File: config.mk
export PLATFORM = sky130hd
export DESIGN_NAME = fetch_inject_reg
export DESIGN_NICKNAME = d
export VERILOG_FILES = /design/src/rtl/pipeline_pkg.sv /design/src/rtl/replay_buf.sv /design/src/rtl/fetch_inject_reg.sv
export SDC_FILE = /design/constraint.sdc
export NUM_CORES = 1
export LEC_CHECK = 0
export ABC_AREA = 1
export BUFFER_PORTS_ARGS = -buffer_cell sky130_fd_sc_hd__buf_2
export CORE_MARGIN = 5
export CORE_UTILIZATION = 48
export DETAILED_ROUTE_END_ITERATION = 16
export GPL_TIMING_DRIVEN = 0
export PLACE_DENSITY = 0.93
export REMOVE_ABC_BUFFERS = 1
export SLEW_MARGIN = 20
export SYNTH_ARGS = -nofsm -noshare
export SYNTH_HDL_FRONTEND = slang
export SYNTH_SLANG_ARGS = --single-unit
File: constraint.sdc
create_clock -name clk -period 2.3 [get_ports clk]
set_input_delay 0.23 -clock clk [delete_from_list [all_inputs] [get_ports clk]]
set_output_delay 0.23 -clock clk [all_outputs]
set_load 0.01 [all_outputs]
File: src/rtl/pipeline_pkg.sv
// rtl/pipeline_pkg.sv - shared IF/ID widths, NOP opcode, fetch states and slot type
// Used by fetch_inject_reg and replay_buf.
package pipeline_pkg;

  localparam int INSTR_W = 16;
  localparam int PC_W    = 32;

  localparam logic [INSTR_W-1:0] NOP = 16'h0000;

  // REPLAY is reserved for FETCH_REPLAY_EN builds; the buffered slot is issued
  // directly on the injection exit edge, so the state is never entered.
  typedef enum logic [1:0] {
    PASS   = 2'd0,
    INJECT = 2'd1,
    REPLAY = 2'd2
  } fetch_state_e;

  typedef struct packed {
    logic [INSTR_W-1:0] instr;
    logic [PC_W-1:0]    pc;
  } fetch_slot_t;

endpackage

File: src/rtl/replay_buf.sv
// rtl/replay_buf.sv - one-entry holding buffer for the fetch slot displaced by an injection
// Clear has priority over capture.
module replay_buf
  import pipeline_pkg::*;
(
  input  logic        clk,
  input  logic        reset,
  input  logic        capture,
  input  logic        clear,
  input  fetch_slot_t din,
  output fetch_slot_t dout,
  output logic        valid
);

  fetch_slot_t data;

  always_ff @(posedge clk) begin
    if (!reset) begin
      data  <= '0;
      valid <= 1'b0;
    end else if (clear) begin
      valid <= 1'b0;
    end else if (capture) begin
      data  <= din;
      valid <= 1'b1;
    end
  end

  assign dout = data;

endmodule

File: src/rtl/fetch_inject_reg.sv
// rtl/fetch_inject_reg.sv - IF/ID register with sequencer opcode injection
// Optional feature: FETCH_REPLAY_EN keeps the displaced fetch and reissues it on exit.
module fetch_inject_reg
  import pipeline_pkg::*;
(
  input  logic               clk,
  input  logic               reset,
  input  logic [INSTR_W-1:0] imem_instr,
  input  logic [PC_W-1:0]    pc_in,
  input  logic [INSTR_W-1:0] inj_instr,
  input  logic               inj_stall,
  input  logic               discard_replay,
  input  logic               hazard_stall,
  input  logic               flush,
  output logic [INSTR_W-1:0] ifid_instr,
  output logic [PC_W-1:0]    ifid_pc,
  output logic               ifid_valid,
  output logic               pc_hold,
  output logic               inj_active
);

  fetch_state_e       state, state_next;
  logic [INSTR_W-1:0] instr_next;
  logic [PC_W-1:0]    pc_next;
  logic               valid_next;
  logic               buf_capture, buf_clear, replay_hit;
  fetch_slot_t        buf_slot;

`ifdef FETCH_REPLAY_EN
  logic buf_valid;

  replay_buf u_replay_buf (
    .clk     (clk),
    .reset   (reset),
    .capture (buf_capture),
    .clear   (buf_clear),
    .din     ('{instr: imem_instr, pc: pc_in}),
    .dout    (buf_slot),
    .valid   (buf_valid)
  );

  assign replay_hit = buf_valid & ~discard_replay;
  // The live fetch is parked in the buffer, so the PC may advance on entry.
  assign pc_hold    = hazard_stall | (state == INJECT);
`else
  logic unused_replay;

  assign unused_replay = ^{buf_capture, buf_clear, discard_replay};
  assign replay_hit    = 1'b0;
  assign buf_slot      = '0;
  assign pc_hold       = hazard_stall | inj_stall | (state == INJECT);
`endif

  assign inj_active = (state == INJECT);

  always_comb begin
    state_next  = state;
    instr_next  = ifid_instr;
    pc_next     = ifid_pc;
    valid_next  = ifid_valid;
    buf_capture = 1'b0;
    buf_clear   = 1'b0;
    case (state)
      INJECT: begin
        // Flush only affects the parked slot; the sequencer owns IF/ID here.
        if (flush) buf_clear = 1'b1;
        if (inj_stall) begin
          instr_next = inj_instr;
          valid_next = 1'b1;
        end else begin
          state_next = PASS;
          valid_next = 1'b1;
          buf_clear  = 1'b1;
          if (replay_hit && !flush) begin
            instr_next = buf_slot.instr;
            pc_next    = buf_slot.pc;
          end else begin
            instr_next = imem_instr;
            pc_next    = pc_in;
          end
        end
      end
      default: begin
        state_next = PASS;
        if (flush) begin
          instr_next = NOP;
          valid_next = 1'b0;
          buf_clear  = 1'b1;
        end else if (inj_stall) begin
          instr_next  = inj_instr;
          valid_next  = 1'b1;
          state_next  = INJECT;
          buf_capture = 1'b1;
        end else if (!hazard_stall) begin
          instr_next = imem_instr;
          pc_next    = pc_in;
          valid_next = 1'b1;
        end
      end
    endcase
  end

  always_ff @(posedge clk) begin
    if (!reset) begin
      state      <= PASS;
      ifid_instr <= NOP;
      ifid_pc    <= '0;
      ifid_valid <= 1'b0;
    end else begin
      state      <= state_next;
      ifid_instr <= instr_next;
      ifid_pc    <= pc_next;
      ifid_valid <= valid_next;
    end
  end

endmodule

# Word-level counts from Yosys, hierarchy flattened
# Cells that the tools add are included.
# totals
wordCells	31
input_bits	70
regBits	51
# classes
bitwise	2
mux	18
eq_ne	6
reduce_logical	1
# ops
cell	count
32-bit two-way mux	5
16-bit two-way mux	5
1-bit two-way mux	6
2-bit by 1-bit != test with 1-bit output (second input constant)	3
2-bit two-way mux	2
4-bit by 2-bit != test with 1-bit output (second input constant)	1
4-bit AND reduction	1
2-bit by 1-bit == test with 1-bit output (second input constant)	1
2-bit != test (second input constant)	1
1-bit OR	2

# Longest topological paths before layout
# Gate-level depths: netlist of run 1.
# logic_depth
ltp_word	4
ltp_mapped	7
mapped_depth_nobuf	6

# Worst setup path before layout of run 1
# No wires, ideal clock.
# synth_path
path_kind	reg-to-reg
startpoint	register state[0]
endpoint	register ifid_pc[0]
stages_incl_launch_ff	7
path_buffers	1
arrival_ps	1054
synth_period_minus_slack_ps	1167
required_time_ps	2187
slack_ps	1133
cell_sequence	dfxtp_1 inv_2 nand2_4 nand3_4 buf_2 nor2_1 nor2_1
# synth_via
elab_chain_len	3
word_cells_on_any_way	6
cone_classes	4 x eq/ne; 1 x mux; 1 x reduce/logical
# synth_lines
item	line	text
start: declaration	fetch_inject_reg.sv:22	fetch_state_e state, state_next;
start signal: assignment	fetch_inject_reg.sv:110	state <= state_next;
2-bit by 1-bit == test with 1-bit output *	-	
2-bit by 1-bit != test with 1-bit output (no source line) or 2-bit != test (tied branches)	-	
4-bit AND reduction (no source line)	-	
end signal: assignment	fetch_inject_reg.sv:112	ifid_pc <= pc_next;
end: declaration	fetch_inject_reg.sv:16	output logic [PC_W-1:0] ifid_pc,
# Mark *: on every way between the ends. The rest lies on a longest branch, timed or not.
# A chain may end at the register's enable or synchronous reset.

# Worst setup path in the final report of run 1
# layout_path
startpoint	register state[0]
endpoint	register ifid_pc[26]
# Same word-level chain as after synthesis.

==> results of run 1 <==
==> area by class of cell <==
type	count	area (sq um)	area share, %
Sequential cell	50	1001	34.75
Multi-Input combinational cell	236	988.4	34.32
Timing Repair Buffer	119	595.6	20.68
Inverter	36	135.1	4.692
Clock buffer	6	82.58	2.867
Tap cell	52	65.06	2.259
Clock inverter	2	12.51	0.4344
==> stage by stage <==
stage,hold WS [ns],cells
2_1_floorplan,0.3504,322
3_3_place_gp,0.4506,493
3_5_place_dp,0.4572,493
4_1_cts,0.1411,501
5_1_grt,0.1386,501
6_report,0.1495,501
==> cells by family after synthesis <==
group	count (synthesis)	synth area share, %
simple gates	219	40.33
buf+inv	54	11.17
flops	50	44.69
compound gates	17	3.799
==> per-layer routing <==
layer | track usage, % | vias to the layer above
met3 | 3.318 | 14
met4 | 7.168 | 0
met5 | 0 | -
met2 | 38.61 | 65
met1 | 19.06 | 1049
li1 | - | 1239
==> worst max-delay path: cells and delay by family (launching register included) <==
kind,cells,cell delay [ns]
buf+inv,1,0.08
simple gates,4,1.04
flops,1,0.42
==> sequential cells by signal (all words and copies together) (netlist names) <==
signal and flops:
ifid_instr 16, ifid_pc 32, state 1, ifid_valid 1
==> power groups by stage <==
stage               clock, mW  combinational (mW)  sequential (mW)
finish                  0.523               0.337            0.947
global route            0.581               0.382            0.957
CTS                     0.538               0.341            0.948
detailed placement          0               0.339            0.968
global placement            0               0.328            0.965
floorplan                   0               0.150            0.996
==> path summary, 6_finish.rpt <==
path                            depth (start not counted)        endpoint  slack, ns           start
worst max-delay path                                    5     ifid_pc[26]       0.64        state[0]
worst max register to register                          5     ifid_pc[26]       0.64        state[0]
worst min-delay path                                    3      ifid_pc[7]       0.15        pc_in[7]
worst min register to register                          2  ifid_instr[12]       0.49  ifid_instr[12]
==> cell usage in the layout, fill, tap and decap left out <==
cell type,count
nand2_4,1
inv_2,2
buf_2,119
nand3_1,34
nand2_1,115
clkbuf_8,6
clkinv_1,1
dfxtp_1,50
clkinv_2,1
nor2_1,65
clkinvlp_4,1
a21oi_1,17
nor2_4,2
nand3_4,1
inv_1,33
nand2_2,1
==> impl_metrics.csv, run 1 <==
group,metric,value,unit
run_status,outcome,"completed",
clock_tree,h-tree-depth,2,
pwr,switching_share,27.94,%
logic_synthesis,yosysMostFrequentCell,"nand2_1",
clock_tree,cts_setup_buffers,0,
setup_path,cpMostUsedCell,"nor2_1",
pwr,p_int,1.302,mW
drt,firstDrtPassIters,4,
floorplan,io_pins,121,
clock_tree,cts_root_buf,"clkbuf_8",
finish,synthToLayoutAreaGrowth,28.60,%
logic_synthesis,synthTopCellsByCount,"nand2_1 (115), nor2_1 (65), dfxtp_1 (50)",
placement,place_congestion,0.7881,
pwr,pwr-share-clk,28.9,%
sta,tns,0,ns
finish,fin_util,64.81,%
floorplan,start_util,50.39,%
setup_path,path_max_fanout,64,
pwr,pwr-share-seq,52.4,%
clock_tree,cts_inserted_buffers,5,
clock_tree,tritoncts,"yes",
logic_synthesis,synth_edf_count,0,
sta,worstMarginPinSlew,0.6354,ns
global_routing,grt_pass1_wl,9818,um
placement,dpl_worst_slack,0.5106,ns
pwr,p_comb_share,18.7,%
sta,setup-violations-final,0,
logic_synthesis,avgSynthCellArea,6.587,sq um
placement,post-dp-hpwl,4340,um
finish,nets,518,
pwr,power_density,627.6,nW/um^2
sta,relSlewSlack,57.64,%
sta,rsz0062_at_grt,"no",
floorplan,rows,24,
logic_synthesis,async_flop_share,0,%
logic_synthesis,synth_top_area_share,44.69,%
drt,top_layer,"met4",
placement,portBuffers,119,
logic_synthesis,synth.distinct_cells,16,
setup_path,cp-end-kind,"flip-flop",
finish,fin_area,2880,sq um
sta,period_share,72.35,%
drt,met3_length,272,um
floorplan,fp.dieW,78.31,um
drt,avgRoutedWirePerCell,11.49,um
finish,drive_gt1_share,29.84,%
setup_path,start_kind,"flip-flop",
finish,num_antenna_cells,0,
sta,max_freq,601.0,MHz
pwr,p_sw,505.1,uW
logic_synthesis,synth_ff_type,"dfxtp_1",
setup_path,path_class,"flip-flop to flip-flop",
drt,viasPerCell,4.725,
finish,fillCellCount,416,
sta,drv_slew,0,
drt,met1_length,2173,um
pwr,irDropWorstVdd,0.0005417,V
clock_tree,post_cts_resized,0,
pwr,power.total,1.808,mW
sta,hold_viol,0,
setup_path,path_cells,"inv_2 > nand2_4 > nand3_4 > nor2_1 > nor2_1",
run,cap_violations,0,
drt,drc,0,
setup_path,cpPeakStageDelay,0.51,ns
clock_tree,clockBufferDepth,2,
logic_synthesis,syn_inst,340,
clock_tree,clk_latency,0.29,ns
global_routing,grt_max_degree,65,
drt,num_vias,2367,
global_routing,grt.total_usage,19.06,%
floorplan,die_h,78.31,um
global_routing,grt-ovfl-total,0,
setup_path,slowest_stage,"nand3_4",
logic_synthesis,yosysTopAreaCell,"dfxtp_1",
logic_synthesis,yosysSeqAreaShare,44.69,%
placement,placed_area,2785,sq um
hold_path,holdCritPathClass,"input port to flip-flop",
sta,fin_ws,0.6360,ns
clock_tree,cts_hold_buf,0,
clock_tree,numClockSinks,50,
global_routing,grt_pass1_vias,2326,
sta,period_needed,1.664,ns
drt,wirelength,5757,um
floorplan,core_area,4444,sq um
logic_synthesis,yosys-top-cells-area,"dfxtp_1 (45%), nand2_1 (19%), nor2_1 (11%)",
setup_path,required,2.49,ns
clock_tree,clk_pin_slew,0.09,ns
drt,ant_nets,0,
logic_synthesis,ys_warn_count,0,
sta,worst_clock_skew,0.01003,ns
global_routing,antenna_found_initial,0,
logic_synthesis,syn_area,2240,sq um
drt,drt_iter0_markers,128,
floorplan,dieArea,6132,sq um
setup_path,cp.arrival,1.85,ns
drt,wl_met2,3181,um
logic_synthesis,synth.ff_latch_count,50,
pwr,power_leakage,1.685,nW
No activity file was read; power rests on OpenSTA's default activity.
==> inputs of run 2 (changes only) <==
--- a/config.mk
+++ b/config.mk
@@ -5,13 +5,13 @@
 export SDC_FILE = /design/constraint.sdc
 export NUM_CORES = 1
 export LEC_CHECK = 0
-export ABC_AREA = 1
+export ABC_AREA = 0
 export BUFFER_PORTS_ARGS = -buffer_cell sky130_fd_sc_hd__buf_2
 export CORE_MARGIN = 5
-export CORE_UTILIZATION = 48
+export CORE_UTILIZATION = 39
 export DETAILED_ROUTE_END_ITERATION = 16
 export GPL_TIMING_DRIVEN = 0
-export PLACE_DENSITY = 0.93
+export PLACE_DENSITY = 0.84
 export REMOVE_ABC_BUFFERS = 1
 export SLEW_MARGIN = 20
 export SYNTH_ARGS = -nofsm -noshare
==> constraint.sdc (replaced) <==
create_clock -name clk -period 1.35 [get_ports clk]
set_input_delay 0.135 -clock clk [delete_from_list [all_inputs] [get_ports clk]]
set_output_delay 0.135 -clock clk [all_outputs]
set_load 0.01 [all_outputs]
==> run 2 against run 1 <==
Effect of this change: critical path depth down 3; synthesized area shrank 9.6%; clock power is 67% higher; combinational power is 45% higher; first-iteration DRC count fell by 80%; clock skew shrank 0.0064 ns; die area grew 9.8%; synthesized cell count decreased by 40%; design area shrank 1.7%; cell count shrank 22%; highest routed layer unchanged.
==> impl_metrics.csv, run 2 <==
group,metric,value,unit
run_status,outcome,"completed",
global_routing,antenna_found_initial,0,
hold_path,hold_depth,2,
placement,place_congestion,0.7121,
clock_tree,tritoncts,"yes",
finish,num_antenna_cells,0,
finish,regMostFlops,"ifid_pc",
global_routing,grt_max_degree,69,
pwr,p_sw,744.4,uW
finish,layout_commonest_cell,"buf_2",
pwr,p_comb_share,16.6,%
sta,worstMarginPinSlew,0.5404,ns
sta,period_needed,1.289,ns
pwr,power_leakage,1.382,nW
sta,max_freq,775.7,MHz
logic_synthesis,synth_ff_type,"dfxtp_1",
logic_synthesis,yosysTopAreaCell,"dfxtp_1",
run,cap_violations,0,
drt,ant_nets,0,
setup_path,reg2reg_depth,4,
sta,fin_hold_ws,0.05204,ns
logic_synthesis,syn_area,2026,sq um
hold_path,min_to,"state[0]",
drt,num_vias,1832,
global_routing,grt-ovfl-total,0,
drt,drc,0,
sta,relSlewSlack,63.97,%
floorplan,start_util,39.92,%
pwr,switching_share,25.13,%
setup_path,cp-end-kind,"output port",
clock_tree,clk_pin_slew,0.08,ns
floorplan,dieArea,6735,sq um
setup_path,cp.arrival,1.15,ns
global_routing,grt.total_usage,13.91,%
sta,drv_slew,0,
pwr,power_density,1046,nW/um^2
clock_tree,clockBufferDepth,2,
drt,avgRoutedWirePerCell,12.75,um
drt,wirelength,4986,um
sta,setup-violations-final,0,
floorplan,core_area,5075,sq um
floorplan,die_h,82.07,um
finish,final_cell_mix,"buf_2 (118), nand2_1 (65), dfxtp_1 (49), mux2i_1 (48), o2bb2ai_1 (16)",
setup_path,path_max_fanout,5,
logic_synthesis,synth.distinct_cells,19,
clock_tree,h-tree-depth,2,
finish,fin_area,2831,sq um
logic_synthesis,yosysMostFrequentCell,"nand2_1",
logic_synthesis,syn_inst,204,
sta,hold_viol,0,
placement,post-dp-hpwl,3859,um
pwr,pwr-share-seq,54.0,%
sta,worst_clock_skew,0.003672,ns
setup_path,path_cells,"or3_1 > buf_2",
sta,fin_ws,0.06088,ns
placement,dpl.cell_count,380,
logic_synthesis,synth.ff_latch_count,50,
logic_synthesis,synth_edf_count,0,
floorplan,fp.dieW,82.07,um
clock_tree,numClockSinks,50,
sta,tns,0,ns
finish,drive_gt1_share,41.74,%
drt,viasPerCell,4.685,
finish,reg.largest.list,"ifid_pc: 32 flops, ifid_instr: 16 flops",
logic_synthesis,ys_warn_count,0,
clock_tree,cts_hold_buf,0,
finish,nets,390,
sta,period_share,95.49,%
hold_path,min_from,"flush",
logic_synthesis,avgSynthCellArea,9.930,sq um
setup_path,path_class,"flip-flop to output port",
floorplan,io_pins,121,
global_routing,grt_pass1_wl,7348,um
setup_path,r2r-end,"ifid_pc[23]",
pwr,irDropWorstVdd,0.0004124,V
floorplan,rows,26,
sta,rsz0062_at_grt,"no",
setup_path,slowest_stage,"dfxtp_2",
logic_synthesis,synthTopCellsByCount,"nand2_1 (65), dfxtp_1 (50), mux2i_1 (48)",
placement,dpl_worst_slack,-0.8087,ns
global_routing,grt_pass1_vias,1702,
finish,largest_reg_flops,32,
setup_path,start_kind,"flip-flop",
clock_tree,cts_inserted_buffers,5,
finish,final_cell_count_no_fill,391,
setup_path,required,1.22,ns
setup_path,rrSetupSlack,0.09,ns
clock_tree,cts_root_buf,"clkbuf_8",
placement,portBuffers,119,
hold_path,holdCritPathClass,"input port to flip-flop",
pwr,p_int,2.218,mW
drt,drt_iter0_markers,26,
logic_synthesis,yosys-top-cells-area,"dfxtp_1 (49%), mux2i_1 (24%), nand2_1 (12%)",
placement,placed_area,2673,sq um
logic_synthesis,yosysSeqAreaShare,49.41,%
setup_path,r2r-start,"state[0]",
setup_path,cpPeakStageDelay,0.36,ns
logic_synthesis,async_flop_share,0,%
pwr,pwr-share-clk,29.5,%
pwr,power.total,2.962,mW
drt,firstDrtPassIters,3,
logic_synthesis,synth_top_area_share,49.41,%
finish,synthToLayoutAreaGrowth,39.78,%
clock_tree,clk_latency,0.29,ns
finish,fin_util,55.79,%
## run 2: cell count changes after synthesis, sizes merged, moves of 3 or more
cell     delta
nor2       -67
nand2      -52
mux2i      +48
nand3      -35
inv        -34
o2bb2ai    +16
a21oi      -15
buf         -3
## run 2: power groups by stage
stage / Sequential (mW) / Combinational [mW] / Clock [mW]
finish: 1.60 / 0.490 / 0.873
global route: 1.61 / 0.539 / 0.988
CTS: 1.60 / 0.488 / 0.919
detailed placement: 1.63 / 0.477 / 0
global placement: 1.63 / 0.455 / 0
floorplan: 1.67 / 0.170 / 0
## run 2: cell type report
class | instances | area, sq um
Clock inverter | 1 | 5.005
Tap cell | 70 | 87.58
Multi-Input combinational cell | 139 | 957.2
Clock buffer | 7 | 86.33
Inverter | 1 | 3.754
Sequential cell | 50 | 1002
Timing Repair Buffer | 123 | 689.4
Fill cell | 473 | 2243
## run 2: critical path: cells and delay by family (launching register included)
family	cells	cell delay [ns]
buf+inv	1	0.14
flops	1	0.36
simple gates	1	0.36
## run 2: layer usage
layer / track usage, % / part of all wire [%] / vias to the layer above / wire [um]
met1: 14.08 / 39 / 818 / 1922
met4: 2.990 / 0.58 / 0 / 29
met5: 0 / 0 / - / 0
met3: 5.482 / 14 / 4 / 678
li1: - / - / 919 / -
met2: 26.58 / 47 / 91 / 2355
## run 2: cell families after synthesis
| group | Yosys count | share of synthesized area, % |
|---|---|---|
| AND/OR/NAND/NOR | 70 | 14.21 |
| flip-flops | 50 | 49.41 |
| multiplexers | 48 | 23.72 |
| AO/OA/AOI/OAI | 21 | 8.956 |
| buffers and inverters | 15 | 3.705 |
## run 2: what timing repair did
action                                  CTS  global route
resized for setup                         2             1
pin swaps                                 1             1
gates cloned                              0             0
setup buffers                             2             1
endpoints found under the setup margin   48            16
## run 2: worst max path at each step
stage | from | slack (ns) | end
after global placement | state[0] | -1.37 | ifid_pc[30]
after detailed placement | reset | -0.81 | ifid_instr[7]
after global routing | state[0] | 0.004 | pc_hold
after floorplan | state[0] | -0.93 | ifid_pc[0]
after CTS | inj_stall | 0.04 | ifid_instr[7]
final | state[0] | 0.06 | pc_hold
==> inputs of run 3 (changes only) <==
==> constraint.sdc (replaced) <==
create_clock -name clk -period 1.35 [get_ports clk]
set_input_delay 0.27 -clock clk [delete_from_list [all_inputs] [get_ports clk]]
set_output_delay 0.27 -clock clk [all_outputs]
set_load 0.01 [all_outputs]
==> run 3 against run 2 <==
Effect of this change: non-clock buffer count up 6; count of clock-buffer cells in the layout unchanged; global-route usage up 0.14 points; first-iteration DRC count up 27%; critical path depth unchanged; critical endpoint unchanged; combinational power up 5.7%; maximum frequency down 3.8%; hold slack better by 0.13 ns; clock power about the same; sequential share of layout area down 0.80 points; flip-flop and latch count unchanged; core utilization up 1.4 points.
==> impl_metrics.csv, run 3 (same netlist as run 2, synthesis figures left out) <==
group,metric,value,unit
pwr,power_density,1027,nW/um^2
pwr,pwr-share-seq,53.5,%
floorplan,core_area,5075,sq um
pwr,irDropWorstVdd,0.0004174,V
finish,fillCellCount,464,
clock_tree,clockBufferDepth,2,
placement,placed_area,2673,sq um
placement,place_congestion,0.7121,
sta,period_share,99.25,%
setup_path,cp-end-kind,"output port",
floorplan,fp.dieW,82.07,um
setup_path,worstSetupStartpoint,"state[0]",
global_routing,grt.total_usage,14.05,%
pwr,pwr-share-clk,29.2,%
drt,wirelength,5213,um
sta,fin_hold_ws,0.1838,ns
run,cap_violations,0,
pwr,p_sw,748.0,uW
run_status,outcome,"completed",
drt,avgRoutedWirePerCell,13.13,um
floorplan,die_h,82.07,um
sta,worstMarginPinSlew,0.4295,ns
setup_path,required,1.08,ns
sta,hold_viol,0,
sta,max_freq,746.3,MHz
floorplan,io_pins,121,
clock_tree,numClockSinks,50,
global_routing,grt_pass1_wl,7424,um
clock_tree,cts_inserted_buffers,5,
sta,drv_slew,0,
sta,relSlewSlack,71.37,%
hold_path,holdCritPathClass,"input port to flip-flop",
finish,largest_reg_flops,32,
drt,viasPerCell,4.688,
clock_tree,clk_pin_slew,0.08,ns
pwr,power.total,2.983,mW
drt,drc,0,
finish,multiInputGateArea,957.2,sq um
finish,drive_gt1_share,43.12,%
clock_tree,clk_latency,0.29,ns
floorplan,start_util,39.92,%
setup_path,start_kind,"flip-flop",
clock_tree,cts_hold_buf,0,
clock_tree,h-tree-depth,2,
pwr,p_int,2.235,mW
drt,ant_nets,0,
finish,fin_area,2904,sq um
sta,period_needed,1.340,ns
setup_path,path_max_fanout,2,
floorplan,dieArea,6735,sq um
pwr,p_comb_share,17.4,%
finish,synthToLayoutAreaGrowth,43.36,%
finish,nets,396,
global_routing,antenna_found_initial,0,
finish,num_antenna_cells,0,
sta,tns,0,ns
global_routing,grt_max_degree,69,
hold_path,min_from,"flush",
sta,worst_clock_skew,0.003030,ns
setup_path,cp.arrival,1.07,ns
sta,setup-violations-final,0,
finish,layout_commonest_cell,"buf_2",
pwr,power_leakage,1.418,nW
placement,post-dp-hpwl,3859,um
drt,firstDrtPassIters,4,
global_routing,grt-ovfl-total,0,
setup_path,rrSetupSlack,0.08,ns
finish,regMostFlops,"ifid_pc",
finish,regArea,1005,sq um
drt,num_vias,1861,
setup_path,path_class,"flip-flop to output port",
setup_path,r2r-start,"state[0]",
sta,rsz0062_at_grt,"yes",
floorplan,rows,26,
global_routing,grt_pass1_vias,1736,
finish,reg.largest.list,"ifid_pc: 32 flops, ifid_instr: 16 flops",
clock_tree,cts_root_buf,"clkbuf_8",
finish,final_cell_mix,"buf_2 (117), nand2_1 (65), dfxtp_1 (49), mux2i_1 (48), o2bb2ai_1 (16)",
clock_tree,tritoncts,"yes",
pwr,switching_share,25.08,%
finish,fin_util,57.22,%
drt,drt_iter0_markers,33,
placement,portBuffers,119,
[run 3: routing by layer]
metal / vias to the layer above / track usage, % / wire, um
met1: 833 / 14.15 / 2036
met2: 91 / 26.98 / 2464
met3: 4 / 5.482 / 683
li1: 933 / - / -
met4: 0 / 2.990 / 29
met5: - / 0 / 0
[run 3: stage by stage]
stage	instances	setup slack [ns]
4_1_cts	393	-0.002570
2_1_floorplan	190	-0.9339
5_1_grt	397	-0.04431
3_3_place_gp	379	-1.366
3_5_place_dp	380	-0.9437
6_report	397	0.01013
[run 3: power groups by stage]
stage / logic, mW / clock network [mW] / registers (mW)
3_3_place_gp: 0.455 / 0 / 1.63
5_1_grt: 0.569 / 0.984 / 1.61
4_1_cts: 0.501 / 0.919 / 1.60
6_report: 0.518 / 0.870 / 1.59
3_5_place_dp: 0.477 / 0 / 1.63
2_1_floorplan: 0.170 / 0 / 1.67
[run 3: final timing paths]
kind,endpoint,depth (start not counted)
setup / recovery,pc_hold,2
hold / removal,state[0],2
setup reg to reg,ifid_pc[24],6
hold reg to reg,ifid_pc[7],2
[run 3: worst max-delay path, cell delays in order (launching register included)]
cell	delay [ns]
dfxtp_4	0.35
or3_1	0.29
buf_2	0.14
[run 3: what timing repair did]
action / in CTS / in global routing
setup endpoints to repair: 49 / 17
gates resized for setup: 5 / 2
buffers inserted: 5 / 1
cloned: 0 / 3
pin swaps: 3 / 1
[run 3: area by class of cell]
type / instances / area share [%]
clock buffers: 7 / 2.973
clock inverters: 1 / 0.1723
inverters: 1 / 0.1293
multi-input cells: 139 / 32.96
flip-flops and latches: 50 / 34.60
well taps: 70 / 3.016
repair buffers: 129 / 26.15
